===== config.mk =====
export PLATFORM = sky130hd
export DESIGN_NAME = alu_sequencer
export DESIGN_NICKNAME = d
export VERILOG_FILES = /design/src/rtl/alu_sequencer.sv
export SDC_FILE = /design/constraint.sdc
export NUM_CORES = 1
export LEC_CHECK = 0
export ABC_AREA = 1
export BUFFER_PORTS_ARGS = -buffer_cell sky130_fd_sc_hd__buf_2
export CAP_MARGIN = 10
export CORE_AREA = 3 3 62 64
export DETAILED_ROUTE_END_ITERATION = 8
export DIE_AREA = 0 0 65 67
export HOLD_SLACK_MARGIN = 0.12
export PLACE_DENSITY_LB_ADDON = 0.08
export SYNTH_ARGS = -nofsm -noshare
export SYNTH_HDL_FRONTEND = slang
export SYNTH_SLANG_ARGS = --single-unit

===== constraint.sdc =====
create_clock -name clk -period 1.2 [get_ports clk]
set_input_delay 0.06 -clock clk [delete_from_list [all_inputs] [get_ports clk]]
set_output_delay 0.06 -clock clk [all_outputs]
set_load 0.02 [all_outputs]

===== src/rtl/alu_sequencer.sv =====
// alu_sequencer: multi-cycle fetch/decode/exec/wb control for the
// 8-bit datapath; owns pc, ir and the ALU/RF/SAR control strobes.
module alu_sequencer #(
    parameter int AW = 8
) (
    input  logic          clk,
    input  logic          reset,
    input  logic          start,
    output logic          imem_req,
    output logic [AW-1:0] imem_addr,
    input  logic [7:0]    imem_data,
    input  logic          imem_valid,
    output logic [1:0]    alu_control,
    input  logic          alu_branch,
    output logic [1:0]    rf_addr,
    input  logic [7:0]    rf_rdata,
    output logic          rf_we,
    output logic          sar_we,
    output logic [1:0]    sar_sel,
    output logic [7:0]    imm,
    output logic [AW-1:0] pc,
    output logic          busy,
    output logic          halted
);

    typedef enum logic [2:0] {
        S_IDLE,
        S_FETCH,
        S_DECODE,
        S_EXEC,
        S_WB,
        S_HALT
    } state_t;

    state_t     state;
    state_t     state_n;
    logic [7:0] ir;
    logic [1:0] alu_q;
    logic       br_q;

    logic       ir_ld;
    logic       pc_clr;
    logic       pc_adv;

    logic       is_alu;
    logic       is_br;
    logic       is_movs;
    logic       is_halt;
    logic       is_movr;
    logic       is_li;
    logic       wr_sar;

    always_comb begin
        is_alu  = (ir[7:6] == 2'b00);
        is_br   = is_alu && (ir[5:4] == 2'b10);
        is_movs = (ir[7:5] == 3'b010);
        is_halt = (ir[7:5] == 3'b011);
        is_movr = (ir[7:6] == 2'b10);
        is_li   = (ir[7:6] == 2'b11);
        wr_sar  = (is_alu && !is_br) || is_movs || is_li;
    end

    always_comb begin
        sar_sel = 2'b00;
        unique case (1'b1)
            is_movs: sar_sel = 2'b01;
            is_li:   sar_sel = 2'b10;
            default: sar_sel = 2'b00;
        endcase
    end

    // Controls come straight from ir so they hold across DECODE..WB
    // and fall back to the reset pattern when ir is cleared.
    assign rf_addr     = ir[1:0];
    assign imm         = {2'b00, ir[5:0]};
    assign alu_control = alu_q;
    assign imem_addr   = pc;

    always_ff @(posedge clk or posedge reset) begin
        if (reset) begin
            state <= S_IDLE;
        end else begin
            state <= state_n;
        end
    end

    always_comb begin
        state_n  = state;
        imem_req = 1'b0;
        busy     = 1'b0;
        halted   = 1'b0;
        sar_we   = 1'b0;
        rf_we    = 1'b0;
        ir_ld    = 1'b0;
        pc_clr   = 1'b0;
        pc_adv   = 1'b0;
        unique case (state)
            S_IDLE: begin
                if (start) begin
                    pc_clr  = 1'b1;
                    state_n = S_FETCH;
                end
            end
            S_FETCH: begin
                imem_req = 1'b1;
                busy     = 1'b1;
                if (imem_valid) begin
                    ir_ld   = 1'b1;
                    state_n = S_DECODE;
                end
            end
            S_DECODE: begin
                busy    = 1'b1;
                state_n = S_EXEC;
            end
            S_EXEC: begin
                busy    = 1'b1;
                state_n = S_WB;
            end
            S_WB: begin
                busy   = 1'b1;
                sar_we = wr_sar;
                rf_we  = is_movr;
                if (is_halt) begin
                    state_n = S_HALT;
                end else begin
                    pc_adv  = 1'b1;
                    state_n = S_FETCH;
                end
            end
            S_HALT: begin
                halted = 1'b1;
                if (start) begin
                    pc_clr  = 1'b1;
                    state_n = S_FETCH;
                end
            end
            default: begin
                state_n = S_IDLE;
            end
        endcase
    end

    always_ff @(posedge clk or posedge reset) begin
        if (reset) begin
            pc    <= '0;
            ir    <= '0;
            alu_q <= 2'b00;
            br_q  <= 1'b0;
        end else begin
            if (ir_ld) begin
                ir <= imem_data;
                if (imem_data[7:6] == 2'b00) begin
                    alu_q <= imem_data[5:4];
                end
            end
            if (state == S_EXEC) begin
                br_q <= is_br && alu_branch;
            end
            if (pc_clr) begin
                pc <= '0;
            end else if (pc_adv) begin
                if (is_br && br_q) begin
                    pc <= AW'(rf_rdata);
                end else begin
                    pc <= pc + AW'(1);
                end
            end
        end
    end

endmodule


# Word-level counts from Yosys, hierarchy flattened
# Cells that the tools add are included.
[classes]
add_sub_neg = 1
n_eq_ne = 12
muxes = 19
n_reduce_logical = 15
[ops]
columns = ["cell", "count"]
rows = [
  ["$mux W8", 3],
  ["$pmux W3 S5", 1],
  ["$eq A3 B2 Y1 const B", 4],
  ["$mux W1", 11],
  ["$mux W3", 3],
  ["$add A8 B1 Y8 const B", 1],
  ["$eq A2 B2 Y1 const B", 3],
  ["$eq A3 B3 Y1 const B", 2],
  ["$logic_and A1 B1 Y1", 4],
  ["$logic_not A2 Y1", 2],
  ["$pmux W2 S2", 1],
  ["$reduce_and A2 Y1", 2],
  ["$reduce_or A4 Y1", 1],
  ["$eq A3 B1 Y1 const B", 1],
  ["$logic_not A3 Y1", 1],
  ["$logic_or A1 B1 Y1", 2],
  ["$ne A2 B1 Y1 const B", 1],
  ["$ne A2 B2 Y1 const B", 1],
  ["$reduce_bool A2 Y1", 1],
  ["$reduce_or A2 Y1", 1],
  ["$logic_not A1 Y1", 1],
]
[word_totals]
regBits = 22
input_bits = 21
output_inout_bits = 35
word_cells = 52

# Longest topological paths before layout
# Gate-level depths: netlist of run 1.
[depth]
depth_word = 7
mapped_depth = 7
mapped_depth_nobuf = 7

# Worst setup path before layout of run 1
# No wires, ideal clock.
[synth_timing]
path_kind = "flip-flop to flip-flop"
start = "reg state[2]"
end = "reg ir[4]"
setup_ns = 0.118
t_arrival_ns = 1.239
t_required_ns = 1.082
slack_ns = -0.157
stages_incl_launch_ff = 6
path_buffers = 1
synth_period_minus_slack_ns = 1.357
cell_sequence = "dfrtp_1 nor3_4 nand2_4 buf_6 nand2_1 o21ai_2"
[synth_via]
elab_chain_cells = 2
[synth_lines]
columns = ["element", "line_no", "text"]
rows = [
  ["start, declared", "35", "state_t state;"],
  ["start signal, assigned", "83", "state <= state_n;"],
  ["$eq A3 B1 Y1", "97", "unique case (state)"],
  ["$mux W1", "97", ""],
  ["end signal, assigned", "152", "ir <= imem_data;"],
  ["end, declared", "37", "logic [7:0] ir;"],
]
# Every way passes these cells.
# A chain may end at the register's enable or synchronous reset.

# Worst setup path after layout of run 1
[layout_timing]
start = "reg ir[7]"
end = "out sar_we"
[layout_via]
elab_chain_cells = 7
word_cells_on_any_way = 9
cone_classes = "eq/ne: 2; mux: 1; reduce/logical: 6"
[layout_lines]
columns = ["element", "line_no", "text"]
rows = [
  ["$logic_not A2 Y1", "54", "is_alu = (ir[7:6] == 2'b00);"],
  ["$logic_and A1 B1 Y1", "55", "is_br = is_alu && (ir[5:4] == 2'b10);"],
  ["$logic_not A1 Y1", "60", "wr_sar = (is_alu && !is_br) || is_movs || is_li;"],
  ["$logic_and A1 B1 Y1", "60", ""],
  ["$logic_or A1 B1 Y1", "60", ""],
  ["$logic_or A1 B1 Y1 *", "60", ""],
  ["$mux W1 *", "97", ""],
  ["end, declared", "18", "output logic sar_we,"],
]
# Every way passes the cells marked *; elsewhere a longest branch is shown, timed or not.

==> flow_summary.yaml, run 1 <==
sta:
  setup_viol: 26
  finalMaxSlewViolations: 0
  fmax_ghz: 0.746
  min_period_ns: 1.34
  rsz0062_at_grt: "yes"
  final-hold-violation-count: 0
  finClkSkew_ns: 0.00135
  fin_ws_ns: -0.140
  period_share_pct: 112
global_route:
  grtUsageTotal_pct: 19.1
  overflow: 0
  globalRoute.busiestLayer: "met2"
  grt_util_met3_pct: 2.02
  antenna_found_initial: 0
  grtUsageMet2_pct: 36.9
  grt_pass1_vias: 1531
  grt_use_met1_pct: 22.8
  grt_max_degree: 23
  grt_pass1_wl_um: 6660
floorplanning:
  ios: 56
  die_x_um: 65
  rows: 21
  start_util_pct: 43.8
  die_h_um: 67
  core-area_um2: 3340
  die_area_um2: 4360
synthesis:
  syn_area_um2: 1460
  synth_cells: 207
  ys_seq_elements: 22
  synth.top_cell.area_share_pct: 37.6
  avgSynthCellArea_um2: 7.07
  ys_types: 22
  synth_seq_area_share_pct: 37.6
  ys_top_cells_by_count: "nand2_1, inv_1, nand3_1, dfrtp_1, buf_4"
  synth_most_common_cell: "nand2_1"
  synthArstFlopShare_pct: 100
  synth_top_cell_by_area: "dfrtp_1"
  synth_edf_count: 0
  yosys_most_used_dff: "dfrtp_1"
  synth_area_leaders: "dfrtp_1, nand2_1, nand3_1"
  synth_warnings: 0
job:
  drv_cap: 0
drt:
  drc_errors: 0
  ant_nets: 0
  wl_per_cell_um: 11.7
  vias: 1568
  totalWireLength_um: 3980
  avgViaCountPerCell: 4.60
  first_pass_iters: 4
  drt_iter0_drc: 51
placed_design:
  place.gp.congestion: 0.706
  hpwl_um: 2570
  portBuffers: 53
cts:
  cts_tree: "done"
  worstSkewPairLatency_ns: 0.30
  cts_buffer_depth: 2
  cts-root-buf: "clkbuf_4"
  cts.clk_slew.worst_paths_ns: 0.12
  cts.sinks: 22
  cts_max_level: 1
  cts_made_buffers: 3
finish:
  drive_gt1_share_pct: 49.8
  area_growth_pct: 63.4
  final_util_pct: 71.6
  antennaDiodeCount: 0
  nets: 318
setup_path:
  end_kind: "output port"
  start_kind: "flip-flop"
  crit_type: "reg -> out"
  arrival_ns: 1.28
  crit_fanout: 3
  reg2reg_slack_ns: -0.14
  cp.required_ns: 1.14
power:
  p_leak_uw: 0.00127
  peakVddDrop_mv: 1.51
  power_density_nw_per_um2: 2010
  power_uw: 4810
outcome:
  violations: "setup timing"
  status: "finished, violations left"
worst_hold_path:
  hp-class: "in -> reg"
timing repair:
action,in CTS,in global routing
cloned,0,0
setup endpoints to repair,26,30
setup buffers,10,2
endpoints found under the hold margin,38,4
hold buffers,17,1
gates resized for setup,50,38
pin swaps,10,20
flip-flops by register name, summed over array words and instances, names as in the netlist:
signal       flops
imem_addr        8
ir               8
state            3
alu_control      2
br_q             1
placed cells by master, fill, tap and decap left out, types with 4 or more instances in the layout:
cell type / Yosys / final
nand2_1: 58 / 49
buf_2: 0 / 45
inv_1: 34 / 30
buf_6: 1 / 20
buf_4: 18 / 19
dfrtp_1: 22 / 18
dlygate4sd3_1: 0 / 18
nand3_2: 2 / 15
nand3_1: 28 / 12
nand2_2: 0 / 7
nor2_1: 12 / 6
inv_2: 2 / 5
o21ai_1: 3 / 5
o21ai_2: 2 / 5
nor2_2: 1 / 5
nor2_4: 2 / 4
nand4_1: 4 / 4
dfrtp_2: 0 / 4
final timing paths:
check,end,depth (start not counted),start
max,sar_we,5,ir[7]
min,imem_addr[5],7,rf_rdata[5]
max reg2reg,ir[1],8,state[0]
min reg2reg,ir[1],2,ir[1]
max in group asynchronous,ir[6],4,reset
min in group asynchronous,imem_addr[0],4,reset
area by class of cell:
type / count / area (um^2)
Fill cell: 277 / 947
Multi-Input combinational cell: 131 / 840
Timing Repair Buffer: 102 / 773
Tap cell: 46 / 57.6
Clock buffer: 4 / 26.3
Inverter: 36 / 138
Sequential cell: 22 / 556
metrics by stage:
stage	setup TNS (ns)	hold WS (ns)	area (um^2)	std cells	setup WS, ns
2_1_floorplan	-1.31	0.0491	1470	208	-0.146
3_3_place_gp	-0.524	0.113	1800	309	-0.0608
3_5_place_dp	-0.741	0.116	1800	309	-0.0919
4_1_cts	-2.63	0.121	2250	339	-0.142
5_1_grt	-4.53	0.162	2390	341	-0.219
6_report	-2.57	0.137	2390	341	-0.140
worst max-delay path, stage by stage (launching register included):
cell and delay (ns):
dfrtp_1 0.44, buf_6 0.13, nor2_1 0.09, nand2_1 0.07, a21oi_2 0.11, buf_4 0.15
report_power, final:
group	switching, uW	internal (uW)
clock	224	129
sequential	279	999
combinational	1720	1460
total	2220	2580
kinds of logic after synthesis:
family | after synthesis | synth area share [%]
other cells | 1 | 0.256
simple gates | 112 | 35.5
fa+ha+maj | 1 | 0.855
buf+inv | 55 | 19.2
flops | 22 | 37.6
compound gates | 16 | 6.50
metal layers:
metal  up-vias  part of all wire (%)
li1        804                     -
met1       718                    40
met2        42                    55
met3         4                   4.2
met4         0                  0.96
met5         -                     0
No activity file was read; power rests on OpenSTA's default activity.
==> run 2: changes to the inputs <==
--- a/config.mk
+++ b/config.mk
@@ -5,7 +5,6 @@
 export SDC_FILE = /design/constraint.sdc
 export NUM_CORES = 1
 export LEC_CHECK = 0
-export ABC_AREA = 1
 export BUFFER_PORTS_ARGS = -buffer_cell sky130_fd_sc_hd__buf_2
 export CAP_MARGIN = 10
 export CORE_AREA = 3 3 62 64
==> flow_summary.yaml, run 2 <==
drt:
  ant_nets: 0
  totalWireLength_um: 3640
  first_pass_iters: 4
  drc_errors: 0
  wl_per_cell_um: 13.2
  drt_iter0_drc: 24
  vias: 1322
  avgViaCountPerCell: 4.79
cts:
  cts.sinks: 22
  cts-root-buf: "clkbuf_4"
  cts_buffer_depth: 2
  worstSkewPairLatency_ns: 0.31
  cts_tree: "done"
  cts_made_buffers: 3
  cts.clk_slew.worst_paths_ns: 0.13
  cts_max_level: 1
sta:
  fmax_ghz: 0.624
  rsz0062_at_grt: "yes"
  tns_ns: -6.65
  setup_viol: 26
  final-hold-violation-count: 0
  fin_ws_ns: -0.401
  min_period_ns: 1.60
  finClkSkew_ns: 0.0100
  period_share_pct: 133
  hold_ws_ns: 0.171
  finalMaxSlewViolations: 0
setup_path:
  end_kind: "flip-flop"
  max_stage_delay_ns: 0.46
  cp.required_ns: 1.41
  start_kind: "flip-flop"
  crit_chain: "buf_6, or4b_1, o31a_1, o21bai_1, o2bb2ai_1"
  arrival_ns: 1.81
  crit_fanout: 7
  critPathSlowestCell: "or4b_1"
  crit_type: "reg -> reg"
synthesis:
  synth_area_leaders: "dfrtp_1, buf_4, mux2_1"
  synth_edf_count: 0
  synth-compound-area-share_pct: 12.2
  synth_top_cell_by_area: "dfrtp_1"
  avgSynthCellArea_um2: 10.2
  synth_mux_area_share_pct: 12.4
  synth_warnings: 0
  syn_area_um2: 1400
  synth.top_cell.area_share_pct: 39.4
  synthArstFlopShare_pct: 100
  ys_top_cells_by_count: "dfrtp_1, buf_4, nand2_1, mux2_1, nor2_1"
  ys_seq_elements: 22
  ys_types: 43
  yosys_most_used_dff: "dfrtp_1"
  synth_cells: 137
  synth_xor_xnor_area_share_pct: 0.627
  yosys.area_share.simple_pct: 22.6
  synth_top_family_by_area: "simple AND/OR/NAND/NOR gates"
  synth_seq_area_share_pct: 39.4
  synth_most_common_cell: "dfrtp_1"
  synth-adder-area-share_pct: 0.895
floorplanning:
  die_area_um2: 4360
  die_h_um: 67
  core-area_um2: 3340
  rows: 21
  ios: 56
  start_util_pct: 41.9
  die_x_um: 65
finish:
  layout_commonest_cell: "buf_2"
  final_util_pct: 69.2
  final_cell_mix: "buf_2, buf_4, dlygate4sd3_1"
  stdcell_count: 276
  area_growth_pct: 65.2
  regArea_um2: 557
  antennaDiodeCount: 0
  drive_gt1_share_pct: 57.0
  num-fill-cells: 270
  nets: 253
  multi_input_area_um2: 791
global_route:
  grtUsageTotal_pct: 17.9
  antenna_found_initial: 0
  grt_pass1_wl_um: 6060
  grt_max_degree: 23
  overflow: 0
  grt_pass1_vias: 1397
outcome:
  violations: "setup timing"
  status: "finished, violations left"
placed_design:
  place.gp.congestion: 0.799
  post-place-ws_ns: -0.389
  dp_cells: 242
  hpwl_um: 2510
  portBuffers: 53
power:
  p_leak_uw: 0.00117
  power_density_nw_per_um2: 2210
  peakVddDrop_mv: 1.28
worst_hold_path:
  hp-class: "in -> reg"
job:
  drv_cap: 0
-- run 2: changes by cell type after synthesis, moves of 5 or more --
cell / before / now
nor2_1: 12 / 7
inv_1: 34 / 3
nand2_1: 58 / 15
mux2_1: 0 / 7
nand3_1: 28 / 2
mux2i_1: 0 / 6
-- run 2: final timing paths --
check,startpoint,slack (ns),end,cells after the start
worst max-delay path,state[0],-0.40,imem_addr[2],5
worst min-delay path,start,0.17,state[0],4
worst max register to register,state[0],-0.40,imem_addr[2],5
worst min register to register,ir[2],0.54,ir[2],1
max in group asynchronous,reset,0.64,imem_addr[1],4
min in group asynchronous,reset,0.30,ir[1],4
-- run 2: routing by layer --
| layer | global-route usage, % | vias to the layer above | wire length [um] |
|---|---|---|---|
| met5 | 0 | - | 0 |
| met4 | 4.75 | 0 | 39 |
| met3 | 2.19 | 6 | 179 |
| met2 | 33.5 | 47 | 1890 |
| met1 | 21.4 | 618 | 1530 |
| li1 | - | 651 | - |
-- run 2: kinds of logic after synthesis --
kind of cell,after synthesis
AOI/OAI and AO/OA,23
xor gates and xnor gates,1
adders and majority gates,1
buffers and inverters,24
DFF,22
muxes,16
other,1
and+or+nand+nor,49
-- run 2: what timing repair did --
action,CTS,global route
cloned,0,0
pin swaps,14,7
hold buffers,19,0
setup endpoints to repair,26,28
gates resized for setup,32,17
endpoints found under the hold margin,43,0
setup buffers,9,3
-- run 2: critical path, delay by kind of cell, from the launching register on --
family,cells,cell delay [ns]
AOI/OAI and AO/OA,3,0.51
and+or+nand+nor,1,0.46
buffers and inverters,1,0.13
DFF,1,0.41
-- run 2: layout make-up --
cell class                      instances  share of cell area [%]
Timing Repair Buffer                  109                    36.4
Multi-Input combinational cell         92                    34.3
Clock inverter                          1                    1.30
Inverter                                3                   0.488
Sequential cell                        22                    24.1
Tap cell                               46                    2.49
Clock buffer                            3                   0.976
-- run 2: per-stage QoR --
| stage | power [uW] | instance area [um^2] |
|---|---|---|
| floorplan | 3040 | 1440 |
| global placement | 3660 | 1820 |
| detailed placement | 3700 | 1820 |
| CTS | 4850 | 2230 |
| global route | 5450 | 2310 |
| finish | 5090 | 2310 |
-- run 2: report_power, final --
group	switching, uW	total [uW]	internal (uW)	leakage, uW
clock network	236	573	338	0.0000279
logic	1490	3260	1770	0.000872
registers	239	1260	1020	0.000275
